## src/rtl/seq_cd_array_mul_if.sv

```systemverilog
// Operand/result streaming bus for seq_cd_array_mul: valid/ready operand channel in,
// valid/ready product channel out.
interface seq_cd_array_mul_if #(
  parameter int AW = 8,
  parameter int BW = 4
);
  logic              in_valid;
  logic              in_ready;
  logic [AW-1:0]     a;
  logic [BW-1:0]     b;
  logic              approx_en;
  logic              out_valid;
  logic              out_ready;
  logic [AW+BW-1:0]  r;
  logic              r_approx;

  modport master (
    output in_valid, a, b, approx_en, out_ready,
    input  in_ready, out_valid, r, r_approx
  );

  modport slave (
    input  in_valid, a, b, approx_en, out_ready,
    output in_ready, out_valid, r, r_approx
  );
endinterface

```

## src/rtl/seq_cd_array_mul.sv

```systemverilog
// Sequential AWxBW unsigned multiplier, one partial-product row per clock, with an optional
// carry-disregard mode that XORs (rather than adds) the low DROP_COLS result columns.
module seq_cd_array_mul #(
  parameter int AW        = 8,
  parameter int BW        = 4,
  parameter int DROP_COLS = 4
) (
  input  logic             clk,
  input  logic             rst_n,
  seq_cd_array_mul_if.slave bus
);
  localparam int RW = AW + BW;
  localparam int CW = $clog2(BW + 1);

  typedef enum logic [1:0] {IDLE, RUN, DONE} state_t;

  state_t          state_reg, state_next;
  logic [RW-1:0]   a_sh_reg;
  logic [BW-1:0]   b_sh_reg;
  logic            approx_reg;
  logic [CW-1:0]   cnt_reg;
  logic [RW-1:0]   acc_reg, acc_next;
  logic [RW-1:0]   r_reg;
  logic            r_approx_reg;

  logic [RW-1:0]   lo_mask;
  logic [RW-1:0]   hi_keep, lo_keep, row;
  logic            last_row;

  generate
    for (genvar gi = 0; gi < RW; gi++) begin : g_lo_mask
      assign lo_mask[gi] = (gi < DROP_COLS);
    end
  endgenerate

  // The accumulator holds HI|LO: HI columns are summed exactly (their low bits stay zero),
  // LO columns collect the XOR of their partial products with no carry out.
  assign hi_keep  = approx_reg ? ~lo_mask : {RW{1'b1}};
  assign lo_keep  = approx_reg ? lo_mask  : {RW{1'b0}};
  assign row      = b_sh_reg[0] ? a_sh_reg : {RW{1'b0}};
  assign acc_next = ((acc_reg & hi_keep) + (row & hi_keep)) | ((acc_reg ^ row) & lo_keep);

  // RUN spans BW+1 cycles: BW row additions plus one cycle to publish the result.
  assign last_row = (cnt_reg == CW'(BW));

  always_comb begin
    state_next = state_reg;
    case (state_reg)
      IDLE:    if (bus.in_valid) state_next = RUN;
      RUN:     if (last_row)     state_next = DONE;
      DONE:    if (bus.out_ready) state_next = IDLE;
      default: state_next = IDLE;
    endcase
  end

  always_ff @(posedge clk or negedge rst_n) begin
    if (!rst_n) begin
      state_reg    <= IDLE;
      a_sh_reg     <= '0;
      b_sh_reg     <= '0;
      approx_reg   <= 1'b0;
      cnt_reg      <= '0;
      acc_reg      <= '0;
      r_reg        <= '0;
      r_approx_reg <= 1'b0;
    end else begin
      state_reg <= state_next;
      case (state_reg)
        IDLE: begin
          if (bus.in_valid) begin
            a_sh_reg   <= RW'(bus.a);
            b_sh_reg   <= bus.b;
            approx_reg <= bus.approx_en;
            cnt_reg    <= '0;
            acc_reg    <= '0;
          end
        end
        RUN: begin
          acc_reg  <= acc_next;
          a_sh_reg <= a_sh_reg << 1;
          b_sh_reg <= b_sh_reg >> 1;
          cnt_reg  <= cnt_reg + CW'(1);
          if (last_row) begin
            r_reg        <= acc_reg;
            r_approx_reg <= approx_reg;
          end
        end
        default: ;
      endcase
    end
  end

  assign bus.in_ready  = (state_reg == IDLE);
  assign bus.out_valid = (state_reg == DONE);
  assign bus.r         = r_reg;
  assign bus.r_approx  = r_approx_reg;
endmodule
```

## src/flat_wrapper.sv

```systemverilog
// flat-port wrapper written by rule: the top's interface ports become plain ports
module seq_cd_array_mul_flat 
#(
  parameter int AW        = 8,
  parameter int BW        = 4,
  parameter int DROP_COLS = 4
)
  (clk, rst_n, bus_in_valid, bus_a, bus_b, bus_approx_en, bus_out_ready, bus_in_ready, bus_out_valid, bus_r, bus_r_approx);
  seq_cd_array_mul_if #(.AW(AW), .BW(BW)) bus_i ();
  input  logic clk;
  input  logic rst_n;
  input wire logic [$bits(bus_i.in_valid)-1:0] bus_in_valid;
  input wire logic [$bits(bus_i.a)-1:0] bus_a;
  input wire logic [$bits(bus_i.b)-1:0] bus_b;
  input wire logic [$bits(bus_i.approx_en)-1:0] bus_approx_en;
  input wire logic [$bits(bus_i.out_ready)-1:0] bus_out_ready;
  output wire logic [$bits(bus_i.in_ready)-1:0] bus_in_ready;
  output wire logic [$bits(bus_i.out_valid)-1:0] bus_out_valid;
  output wire logic [$bits(bus_i.r)-1:0] bus_r;
  output wire logic [$bits(bus_i.r_approx)-1:0] bus_r_approx;
  assign bus_i.in_valid = bus_in_valid;
  assign bus_i.a = bus_a;
  assign bus_i.b = bus_b;
  assign bus_i.approx_en = bus_approx_en;
  assign bus_i.out_ready = bus_out_ready;
  assign bus_in_ready = bus_i.in_ready;
  assign bus_out_valid = bus_i.out_valid;
  assign bus_r = bus_i.r;
  assign bus_r_approx = bus_i.r_approx;
  seq_cd_array_mul #(.AW(AW), .BW(BW), .DROP_COLS(DROP_COLS)) u_core (.clk(clk), .rst_n(rst_n), .bus(bus_i));
endmodule
```

## config.mk

```make
export PLATFORM = sky130hd
export DESIGN_NAME = seq_cd_array_mul_flat
export DESIGN_NICKNAME = d
export VERILOG_FILES = /design/src/rtl/seq_cd_array_mul_if.sv /design/src/rtl/seq_cd_array_mul.sv /design/src/flat_wrapper.sv
export SDC_FILE = /design/constraint.sdc
export NUM_CORES = 1
export LEC_CHECK = 0
export BUFFER_PORTS_ARGS = -buffer_cell sky130_fd_sc_hd__clkbuf_2
export CAP_MARGIN = 20
export CORE_AREA = 2 2 89 65
export DETAILED_ROUTE_END_ITERATION = 12
export DIE_AREA = 0 0 91 67
export GPL_ROUTABILITY_DRIVEN = 0
export PLACE_DENSITY = 0.69
export SLEW_MARGIN = 20
export SYNTH_ARGS = -nofsm -noshare
export SYNTH_HDL_FRONTEND = slang
export SYNTH_SLANG_ARGS = --single-unit
```

## constraint.sdc

```tcl
create_clock -name clk -period 2.8 [get_ports clk]
set_input_delay 0.28 -clock clk [delete_from_list [all_inputs] [get_ports clk]]
set_output_delay 0.28 -clock clk [all_outputs]
set_load 0.005 [all_outputs]
```

---- Word-level counts from Yosys, hierarchy flattened ----
Index checks and enable logic that the tools add are counted.
word-level totals
  register bits ........................... 47
  word-level logic and storage cells ...... 42
  output and inout port bits .............. 15
operators by class
  bitwise operators ....................... 5
  multiplexer cells ....................... 15
  equal/unequal tests ..................... 6
  reductions and logical operators ........ 6
  $add $sub $neg .......................... 2
operators by type and width
  operator                                                                count
  12-bit case mux with 2 select lines                                     2
  12-bit bitwise AND                                                      3
  12-bit 2-to-1 mux                                                       3
  12-bit adder                                                            1
  4-bit 2-to-1 mux                                                        3
  12-bit bitwise OR                                                       1
  12-bit XOR                                                              1
  4-bit case mux with 2 select lines                                      1
  2-bit 2-to-1 mux                                                        3
  2-bit case mux with 3 select lines                                      1
  3-bit case mux with 2 select lines                                      1
  2-bit AND reduction                                                     3
  2-bit != test (second input constant)                                   2
  3-bit by 1-bit adder with 3-bit output (second input constant)          1
  3-bit equality test (second input constant)                             1
  3-bit 2-to-1 mux                                                        1
  3-bit AND reduction                                                     1
  2-bit by 1-bit equality test with 1-bit output (second input constant)  1
  2-bit equality test (second input constant)                             1
  2-bit logical NOT                                                       1
  2-bit by 1-bit != test with 1-bit output (second input constant)        1
  2-bit nonzero test                                                      1

---- Depth between registers and ports, before layout ----
Gate-level depths: netlist of run 1.
  word-level depth ........................ 5
  mapped depth ............................ 10
  depth with buffers taken out ............ 9

---- Worst setup path before layout of run 1 ----
No wires, ideal clock.
  kind .................................... register to register
  from .................................... register u_core.b_sh_reg[0]
  to ...................................... register u_core.acc_reg[8]
  setup time .............................. 0.136 ns
  cell stages (with the launch flop) ...... 11
  slack ................................... 0.454 ns
  required time ........................... 2.664 ns
  arrival time ............................ 2.211 ns
  path through ............................ dfrtp_1 > clkbuf_1 > nor2b_1 > and2_1 > ha_1 > fa_1 > a21oi_1 > o211ai_2 > a31oi_1 > xor2_1 > o21ai_0
on the way
  cells in the longest elaborated chain, start to end .. 5
  elaborated cells on any way between the ends .. 7
ends and longest elaborated chain
  element                                                    line                    text
  start, declared                                            seq_cd_array_mul.sv:19  logic [BW-1:0] b_sh_reg;
  start signal, assigned                                     seq_cd_array_mul.sv:72  b_sh_reg <= bus.b;
  start signal, assigned                                     seq_cd_array_mul.sv:81  b_sh_reg <= b_sh_reg >> 1;
  12-bit 2-to-1 mux *                                        seq_cd_array_mul.sv:40  assign row = b_sh_reg[0] ? a_sh_reg : {RW{1'b0}};
  12-bit bitwise AND / 12-bit XOR (equally long branches)    seq_cd_array_mul.sv:41  assign acc_next = ((acc_reg & hi_keep) + (row & hi_keep)) | ((acc_reg ^ row) & lo_keep);
  12-bit adder / 12-bit bitwise AND (equally long branches)  seq_cd_array_mul.sv:41
  12-bit bitwise OR *                                        seq_cd_array_mul.sv:41
  12-bit case mux with 2 select lines *                      seq_cd_array_mul.sv:68  case (state_reg)
  end signal, assigned                                       seq_cd_array_mul.sv:79  acc_reg <= acc_next;
  end, declared                                              seq_cd_array_mul.sv:22  logic [RW-1:0] acc_reg, acc_next;
Every way passes the cells marked *; elsewhere a longest branch is shown, timed or not.
A chain may end at the register's enable or synchronous reset.

---- Worst setup path after layout of run 1 ----
  from .................................... register u_core.approx_reg
  to ...................................... register u_core.acc_reg[6]
on the way
  cells in the longest elaborated chain, start to end .. 5
  elaborated cells on any way between the ends .. 6
ends and longest elaborated chain
  element                                line                    text
  start, declared                        seq_cd_array_mul.sv:20  logic approx_reg;
  start signal, assigned                 seq_cd_array_mul.sv:73  approx_reg <= bus.approx_en;
  4-bit 2-to-1 mux *                     seq_cd_array_mul.sv:38  assign hi_keep = approx_reg ? ~lo_mask : {RW{1'b1}};
  12-bit bitwise AND                     seq_cd_array_mul.sv:41
  12-bit adder *                         seq_cd_array_mul.sv:41
  12-bit bitwise OR *                    seq_cd_array_mul.sv:41
  12-bit case mux with 2 select lines *  seq_cd_array_mul.sv:68
Marks and branches as above.

==> impl_metrics.tcl, run 1 <==
set metrics [dict create \
    path_class "reg -> reg" \
    pwr-share-comb_pct 53.0 \
    maxCapViolations 0 \
    die_h_um 67 \
    synth-edff-count 0 \
    drtPass1Iterations 4 \
    yosysTopAreaCell "dfrtp_1" \
    yosys.area.top_type_share_pct 46.28 \
    cp_max_fo 11 \
    min_path_type "in -> async" \
    synth_seq_cells 47 \
    switching_power_uw 1537 \
    synthFlopType "dfrtp_1" \
    grt_first_pass_wirelength_um 9101 \
    fin_area_sq_mm 0.002878 \
    avgSynthCellArea_sq_um 9.518 \
    antenna_found_initial 0 \
    cts_resized 0 \
    ant_nets 0 \
    core.rowCount 22 \
    num-nets-final 330 \
    ios 32 \
    maxSlewViolCount 0 \
    ys_async_sr_fraction_pct 100.0 \
    die_width_um 91 \
    p_clk_share_pct 12.4 \
    power.density_mw_per_mm2 1258 \
    final.setup.tns_ns 0 \
    syn_nets 298 \
    yosysWarningCount 0 \
    grt_use_total_pct 19.51 \
    drt-vias-per-instance 5.231 \
    cts_buffers 5 \
    drc 0 \
    cp-start-kind "flip-flop" \
    vias 1946 \
    period_share_pct 86.94 \
    clock_latency_ns 0.30 \
    yosysUniqueCellTypes 36 \
    slew_headroom_pct 46.25 \
    grt_overflow 0 \
    cts_tree "done" \
    synthCells 267 \
    ctsHoldBuffers 0 \
    port-buffer-count 31 \
    fillers 487 \
    skew_ns 0.005835 \
    leakagePower_uw 0.001417 \
    start_util_pct 49.11 \
    post_cts_buffers 0 \
    r2r_start "u_core.approx_reg$_DFFE_PN0P_" \
    clk_path_buf_depth 2 \
    ys_seq_area_share_pct 46.28 \
    drt_wl_total_um 5180 \
    finalHoldViolCount 0 \
    syn_to_final_growth_pct 13.24 \
    post-route-util_pct 55.61 \
    avgRoutedWirePerCell_um 13.92 \
    setup_viol_count_final 0 \
    dpl-instance-area_sq_mm 0.002778 \
    drive_gt1_share_pct 22.00 \
    sw_frac_of_total_pct 42.44 \
    setup.worst_path.end_class "flip-flop" \
    cp-startpoint "u_core.approx_reg$_DFFE_PN0P_" \
    tightest_slew_ns 0.8040 \
    cts_sinks 47 \
    grt_pass1_vias 1862 \
    clk_pin_slew_ns 0.09 \
    grt_max_degree 32 \
    n_antenna_cell 0 \
    status "finished, final reports clean" \
    fp.coreArea_sq_mm 0.005175 \
    syn_area_sq_mm 0.002541 \
    internal_power_uw 2084 \
    multiInputGateArea_sq_mm 0.001289 \
    peakVddDrop_uv 563.5 \
    fin_crit_ns 2.434 \
    holdWs_ns 0.02750 \
    cp.required_ns 2.98 \
    rsz0062_at_grt "no" \
    drtIter0Drc 115 \
    seqPwrFrac_pct 34.6 \
    arrival_ns 2.61 \
    place_hpwl_um 3755 \
    design.die.area_sq_mm 0.006097 \
    seqCellArea_sq_mm 0.001176 \
    fmax_mhz 410.8 \
    h-tree-depth 2 \
    root_buffer "clkbuf_8" \
    reg2reg_depth 9 \
    synth.area.top_cells "dfrtp_1 46%, nand2_1 8.4%, ha_1 6.4%" \
]
==> worst paths after layout <==
path                                                   end  slack [ns]
min reg2reg                 u_core.b_sh_reg[3]$_DFFE_PN0P_        0.50
min in group clk           u_core.state_reg[1]$_DFFE_PN0P_        0.16
max                          u_core.acc_reg[6]$_DFFE_PN0P_        0.37
min                            u_core.bus.r[8]$_DFFE_PN0P_        0.03
max reg2reg                  u_core.acc_reg[6]$_DFFE_PN0P_        0.37
max in group asynchronous    u_core.acc_reg[0]$_DFFE_PN0P_        2.14
==> cells in the mapped netlist (2+ instances only) <==
library cell	n
o31ai_1	2
nand2b_1	2
inv_1	6
ha_1	13
xor2_1	7
o21ai_0	16
nand3_1	9
a31oi_1	11
o211ai_2	2
nor2_1	12
buf_2	4
a21oi_2	2
nor2b_1	6
nand2_1	57
a21oi_1	12
clkbuf_1	7
dfrtp_1	47
mux2_2	13
a21o_1	4
xnor2_1	7
and2_1	13
==> cell families after synthesis <==
kind of cell,share of synthesized area (%)
and+or+nand+nor,18.17
AOI/OAI and AO/OA,14.77
DFF,46.28
buffers and inverters,3.004
xor gates and xnor gates,4.825
adders and majority gates,7.189
muxes,5.761
==> stage by stage <==
step / instances / setup WS [ns] / total power [uW]
4_1_cts: 372 / 0.3642 / 3651
5_1_grt: 372 / 0.1073 / 4012
3_3_place_gp: 364 / 0.4211 / 3151
3_5_place_dp: 364 / 0.3845 / 3195
2_1_floorplan: 267 / 0.4539 / 2705
6_report: 372 / 0.3658 / 3621
==> power by group through the flow <==
stage	Combinational [uW]	Clock, uW	Sequential [uW]
after CTS	1930	464	1250
after detailed placement	1930	0	1270
after global placement	1900	0	1250
after floorplan	1510	0	1190
after global routing	2210	498	1300
final	1920	448	1250
==> final cells by class <==
cell class	instances	area share, %
multi-input combinational	202	44.78
sequential	47	40.87
timing repair buffer	37	6.957
clock buffer	8	3.478
tap	72	3.130
inverter	6	0.7826
==> layout by cell type (no fill, tap or decap), types with 2 or more instances in the layout <==
master and count:
a21o_1 4, a21oi_1 12, a21oi_2 2, a31oi_1 11, and2_1 13, buf_4 6
clkbuf_2 31, clkbuf_8 7, dfrtp_1 47, ha_1 13, inv_1 6, mux2_2 13
nand2_1 57, nand2b_1 2, nand3_1 9, nor2_1 12, nor2b_1 6, o211ai_2 2
o21ai_0 16, o31ai_1 2, xnor2_1 7, xor2_1 7
==> layer usage <==
layer | part of all wire, % | vias up | GRT usage (%)
met5 | 0 | - | 0
met4 | 1.4 | 0 | 6.818
met3 | 6.4 | 7 | 4.412
met2 | 41 | 52 | 29.35
met1 | 51 | 902 | 27.71
li1 | - | 985 | -
==> worst max-delay path, cell delays in order (launching register included) <==
cell	delay [ns]
dfrtp_1	0.53
nor2b_1	0.13
and2_1	0.18
ha_1	0.24
fa_1	0.42
a21oi_1	0.26
o21ai_0	0.13
a21oi_1	0.20
xor2_1	0.15
o21ai_0	0.08
(Power assumes the default switching activity.)
==> run 2, diff against run 1 <==
--- a/config.mk
+++ b/config.mk
@@ -11,7 +11,7 @@
 export DETAILED_ROUTE_END_ITERATION = 12
 export DIE_AREA = 0 0 91 67
 export GPL_ROUTABILITY_DRIVEN = 0
-export PLACE_DENSITY = 0.69
+export PLACE_DENSITY = 0.68
 export SLEW_MARGIN = 20
 export SYNTH_ARGS = -nofsm -noshare
 export SYNTH_HDL_FRONTEND = slang
==> impl_metrics.tcl, run 2 (same netlist as run 1, synthesis figures left out) <==
set metrics [dict create \
    status "finished, final reports clean" \
    ios 32 \
    num-nets-final 330 \
    arrival_ns 2.57 \
    grt_max_degree 36 \
    h-tree-depth 2 \
    core.rowCount 22 \
    avgRoutedWirePerCell_um 14.37 \
    cts_buffers 5 \
    drt_wl_total_um 5318 \
    drc 0 \
    cp_max_fo 4 \
    seqCellArea_sq_mm 0.001176 \
    dpl-instance-area_sq_mm 0.002790 \
    grt_pass1_vias 1929 \
    die_width_um 91 \
    path_class "reg -> reg" \
    fmax_mhz 420.2 \
    clock_latency_ns 0.29 \
    final_cells 370 \
    fp.coreArea_sq_mm 0.005175 \
    leakagePower_uw 0.001407 \
    root_buffer "clkbuf_8" \
    grt_use_total_pct 19.63 \
    fin_area_sq_mm 0.002863 \
    holdWs_ns 0.08953 \
    clk_pin_slew_ns 0.08 \
    layout_common_cells "57 x nand2_1, 47 x dfrtp_1, 31 x clkbuf_2" \
    cp-start-kind "flip-flop" \
    reg2reg_slack_ns 0.42 \
    drive_gt1_share_pct 21.48 \
    maxCapViolations 0 \
    cts_tree "done" \
    n_antenna_cell 0 \
    ant_nets 0 \
    grt_first_pass_wirelength_um 9328 \
    fillers 509 \
    antenna_found_initial 0 \
    place_inst 364 \
    design.die.area_sq_mm 0.006097 \
    drtIter0Drc 99 \
    syn_to_final_growth_pct 12.65 \
    slew_headroom_pct 42.10 \
    power.density_mw_per_mm2 1253 \
    design_power_total_uw 3588 \
    setup.worst_path.end_class "flip-flop" \
    period_share_pct 84.99 \
    cts_sinks 47 \
    final.setup.tns_ns 0 \
    vias 1947 \
    place_hpwl_um 3786 \
    tightest_slew_ns 0.8686 \
    maxSlewViolCount 0 \
    fin_crit_ns 2.380 \
    cts_resized 0 \
    multiInputGateArea_sq_mm 0.001289 \
    ctsHoldBuffers 0 \
    rsz0062_at_grt "no" \
    layout_commonest_cell "nand2_1" \
    die_h_um 67 \
    post_cts_buffers 0 \
    drtPass1Iterations 4 \
    grt_overflow 0 \
    cp.required_ns 2.99 \
    drt-vias-per-instance 5.262 \
    min_path_type "in -> async" \
    clk_path_buf_depth 2 \
    setup_viol_count_final 0 \
    skew_ns 0.006084 \
    port-buffer-count 31 \
    finalHoldViolCount 0 \
    start_util_pct 49.11 \
    peakVddDrop_uv 505.8 \
]
## run 2: changes by cell type in the layout (fill, tap and decap cells not counted)
cell,change
clkbuf_8,-2
buf_12,+1
buf_4,-1
## run 2: worst paths after layout
check,from,cells after the start,endpoint
hold / removal,rst_n,1,u_core.acc_reg[5]$_DFFE_PN0P_
hold reg to reg,u_core.bus.r_approx$_DFFE_PN0P_,1,u_core.bus.r_approx$_DFFE_PN0P_
max in group asynchronous,rst_n,2,u_core.b_sh_reg[0]$_DFFE_PN0P_
min in group clk,bus_b[3],3,u_core.b_sh_reg[3]$_DFFE_PN0P_
setup reg to reg,u_core.b_sh_reg[0]$_DFFE_PN0P_,9,u_core.acc_reg[10]$_DFFE_PN0P_
setup / recovery,u_core.b_sh_reg[0]$_DFFE_PN0P_,9,u_core.acc_reg[10]$_DFFE_PN0P_
## run 2: cell type report
class | count | area share [%]
Sequential cell | 47 | 41.08
Clock buffer | 6 | 2.535
Multi-Input combinational cell | 202 | 45.02
Inverter | 6 | 0.7867
Timing Repair Buffer | 37 | 7.430
Tap cell | 72 | 3.147
## run 2: power breakdown
part / switching (uW) / total, uW / internal (uW) / leakage (uW)
sequential: 227 / 1230 / 1010 / 0.000581
clock: 212 / 379 / 167 / 0.0000371
combinational: 1100 / 1980 / 876 / 0.000789
total: 1540 / 3590 / 2050 / 0.00141
## run 2: layer usage
metal	part of all wire, %	routed length (um)	global-route usage (%)	vias to the layer above
met1	51	2731	28.16	919
met2	43	2282	30.46	47
li1	-	-	-	974
met3	4.4	234	3.733	7
met4	1.3	70	5.492	0
met5	0	0	0	-
## run 2: per-stage QoR
stage,utilization [%],worst slack [ns]
2_1_floorplan,-,0.4539
3_3_place_gp,53.92,0.4822
3_5_place_dp,53.92,0.4416
4_1_cts,55.32,0.4135
5_1_grt,55.32,0.2546
6_report,55.32,0.4203
## run 2: critical path: stages (launching register included)
cell	delay, ns
dfrtp_1	0.38
nor2b_1	0.16
and2_1	0.16
ha_1	0.25
fa_1	0.43
a21oi_1	0.28
o211ai_2	0.13
nand3_1	0.14
nand3_1	0.10
a32o_1	0.25
==> run 3, diff against run 2 <==
==> constraint.sdc (replaced) <==
create_clock -name clk -period 2.29 [get_ports clk]
set_input_delay 0.229 -clock clk [delete_from_list [all_inputs] [get_ports clk]]
set_output_delay 0.229 -clock clk [all_outputs]
set_load 0.005 [all_outputs]
==> impl_metrics.tcl, run 3 (same netlist as run 1, synthesis figures left out) <==
set metrics [dict create \
    status "complete, but fails checks" \
    violations "hold timing" \
    drc 0 \
    cpLargestDelayFamily "adder cells" \
    cp_max_fo 4 \
    fp.coreArea_sq_mm 0.005175 \
    ctsHoldBuffers 0 \
    vias 1967 \
    slew_headroom_pct 51.86 \
    reg2reg_depth 9 \
    drtPass1Iterations 4 \
    dpl-instance-area_sq_mm 0.002791 \
    grt_use_total_pct 19.37 \
    root_buffer "clkbuf_8" \
    cts_sinks 47 \
    path_cells "nor2b_1, and2_1, ha_4, fa_2, a21oi_4, o211ai_2, a31oi_1, xor2_1, o21ai_1" \
    layout_common_cells "57 x nand2_1, 47 x dfrtp_1, 31 x clkbuf_2" \
    cp-start-kind "flip-flop" \
    skew_ns 0.01017 \
    layout_commonest_cell "nand2_1" \
    path_class "reg -> reg" \
    start_util_pct 49.11 \
    cts_buffers 5 \
    rsz0062_at_grt "no" \
    maxSlewViolCount 0 \
    fillers 491 \
    ant_nets 0 \
    reg2reg_slack_ns 0.1 \
    r2r_start "u_core.b_sh_reg[0]$_DFFE_PN0P_" \
    fin_area_sq_mm 0.002944 \
    arrival_ns 2.38 \
    h-tree-depth 2 \
    cts_resized 0 \
    die_h_um 67 \
    peakVddDrop_uv 635.3 \
    finalHoldViolCount 3 \
    setup.worst_path.end_class "flip-flop" \
    grt_pass1_vias 1874 \
    maxCapViolations 0 \
    avgRoutedWirePerCell_um 14.33 \
    timing.rr.end "u_core.acc_reg[8]$_DFFE_PN0P_" \
    syn_to_final_growth_pct 15.85 \
    num-nets-final 331 \
    cts_tree "done" \
    core.rowCount 22 \
    drtIter0Drc 90 \
    leakagePower_uw 0.001432 \
    critical_path_buf_inv_count 0 \
    place_hpwl_um 3724 \
    final.setup.tns_ns 0 \
    clk_pin_slew_ns 0.09 \
    clk_path_buf_depth 2 \
    slowest_delay_ns 0.42 \
    grt_max_degree 48 \
    antenna_found_initial 0 \
    drt_wl_total_um 5344 \
    min_path_type "in -> async" \
    grt_first_pass_wirelength_um 9018 \
    die_width_um 91 \
    fmax_mhz 456.2 \
    setup_viol_count_final 0 \
    drive_gt1_share_pct 23.26 \
    post_cts_buffers 0 \
    period_share_pct 95.72 \
    grt_overflow 0 \
    clock_latency_ns 0.31 \
    design.die.area_sq_mm 0.006097 \
    drt-vias-per-instance 5.273 \
    port-buffer-count 31 \
    fin_crit_ns 2.192 \
    holdWs_ns -0.006134 \
    n_antenna_cell 0 \
    power.density_mw_per_mm2 1590 \
    cpMaxStageDelayCell "fa_2" \
    ios 32 \
    cp.required_ns 2.48 \
    tightest_slew_ns 0.7207 \
]
==> run 3: cell types whose count changed in the layout (fill, tap and decap cells not counted), sizes merged <==
cell and delta:
bufinv +2, buf +1
==> run 3: how the worst max path moves through the flow <==
stage / from / to / slack [ns] / cells after the start
4_1_cts: u_core.b_sh_reg[0]$_DFFE_PN0P_ / u_core.acc_reg[6]$_DFFE_PN0P_ / 0.03 / 9
5_1_grt: u_core.b_sh_reg[0]$_DFFE_PN0P_ / u_core.acc_reg[11]$_DFFE_PN0P_ / 0.0004 / 8
6_report: u_core.b_sh_reg[0]$_DFFE_PN0P_ / u_core.acc_reg[8]$_DFFE_PN0P_ / 0.1 / 9
2_1_floorplan: u_core.b_sh_reg[0]$_DFFE_PN0P_ / u_core.acc_reg[8]$_DFFE_PN0P_ / 0.02 / 10
3_5_place_dp: u_core.b_sh_reg[0]$_DFFE_PN0P_ / u_core.acc_reg[6]$_DFFE_PN0P_ / 0.09 / 9
3_3_place_gp: u_core.b_sh_reg[0]$_DFFE_PN0P_ / u_core.acc_reg[11]$_DFFE_PN0P_ / 0.16 / 8
==> run 3: area by class of cell <==
class | instances | area, sq um | share of cell area (%)
multi-input combinational | 202 | 1315 | 44.67
sequential | 47 | 1176 | 39.95
timing repair buffer | 38 | 207.7 | 7.055
tap | 72 | 90.09 | 3.060
clock buffer | 6 | 72.57 | 2.465
clock inverter | 2 | 60.06 | 2.040
inverter | 6 | 22.52 | 0.7650
==> run 3: stage by stage <==
stage	total power, uW	std cells	hold WS (ns)	util, %	worst slack, ns
floorplan	3316	267	-0.06659	-	0.02362
global placement	3871	365	0.3615	53.94	0.1641
detailed placement	3937	365	0.3629	53.94	0.09165
CTS	4682	373	0.02360	56.50	0.03377
global route	5113	373	0.05184	56.89	0.0003810
finish	4682	373	-0.006134	56.89	0.09804
==> run 3: report_power, final <==
part	leakage (uW)	internal [uW]	switching, uW
clock	0.0000654	436	289
combinational	0.000786	1070	1370
sequential	0.000581	1230	282
total	0.00143	2740	1940
==> run 3: layer usage <==
metal	share of wire [%]	wire, um	global-route usage, %
met5	0	0	0
met4	1.3	72	6.818
met3	3.7	197	3.733
met2	42	2236	29.72
met1	53	2838	27.51
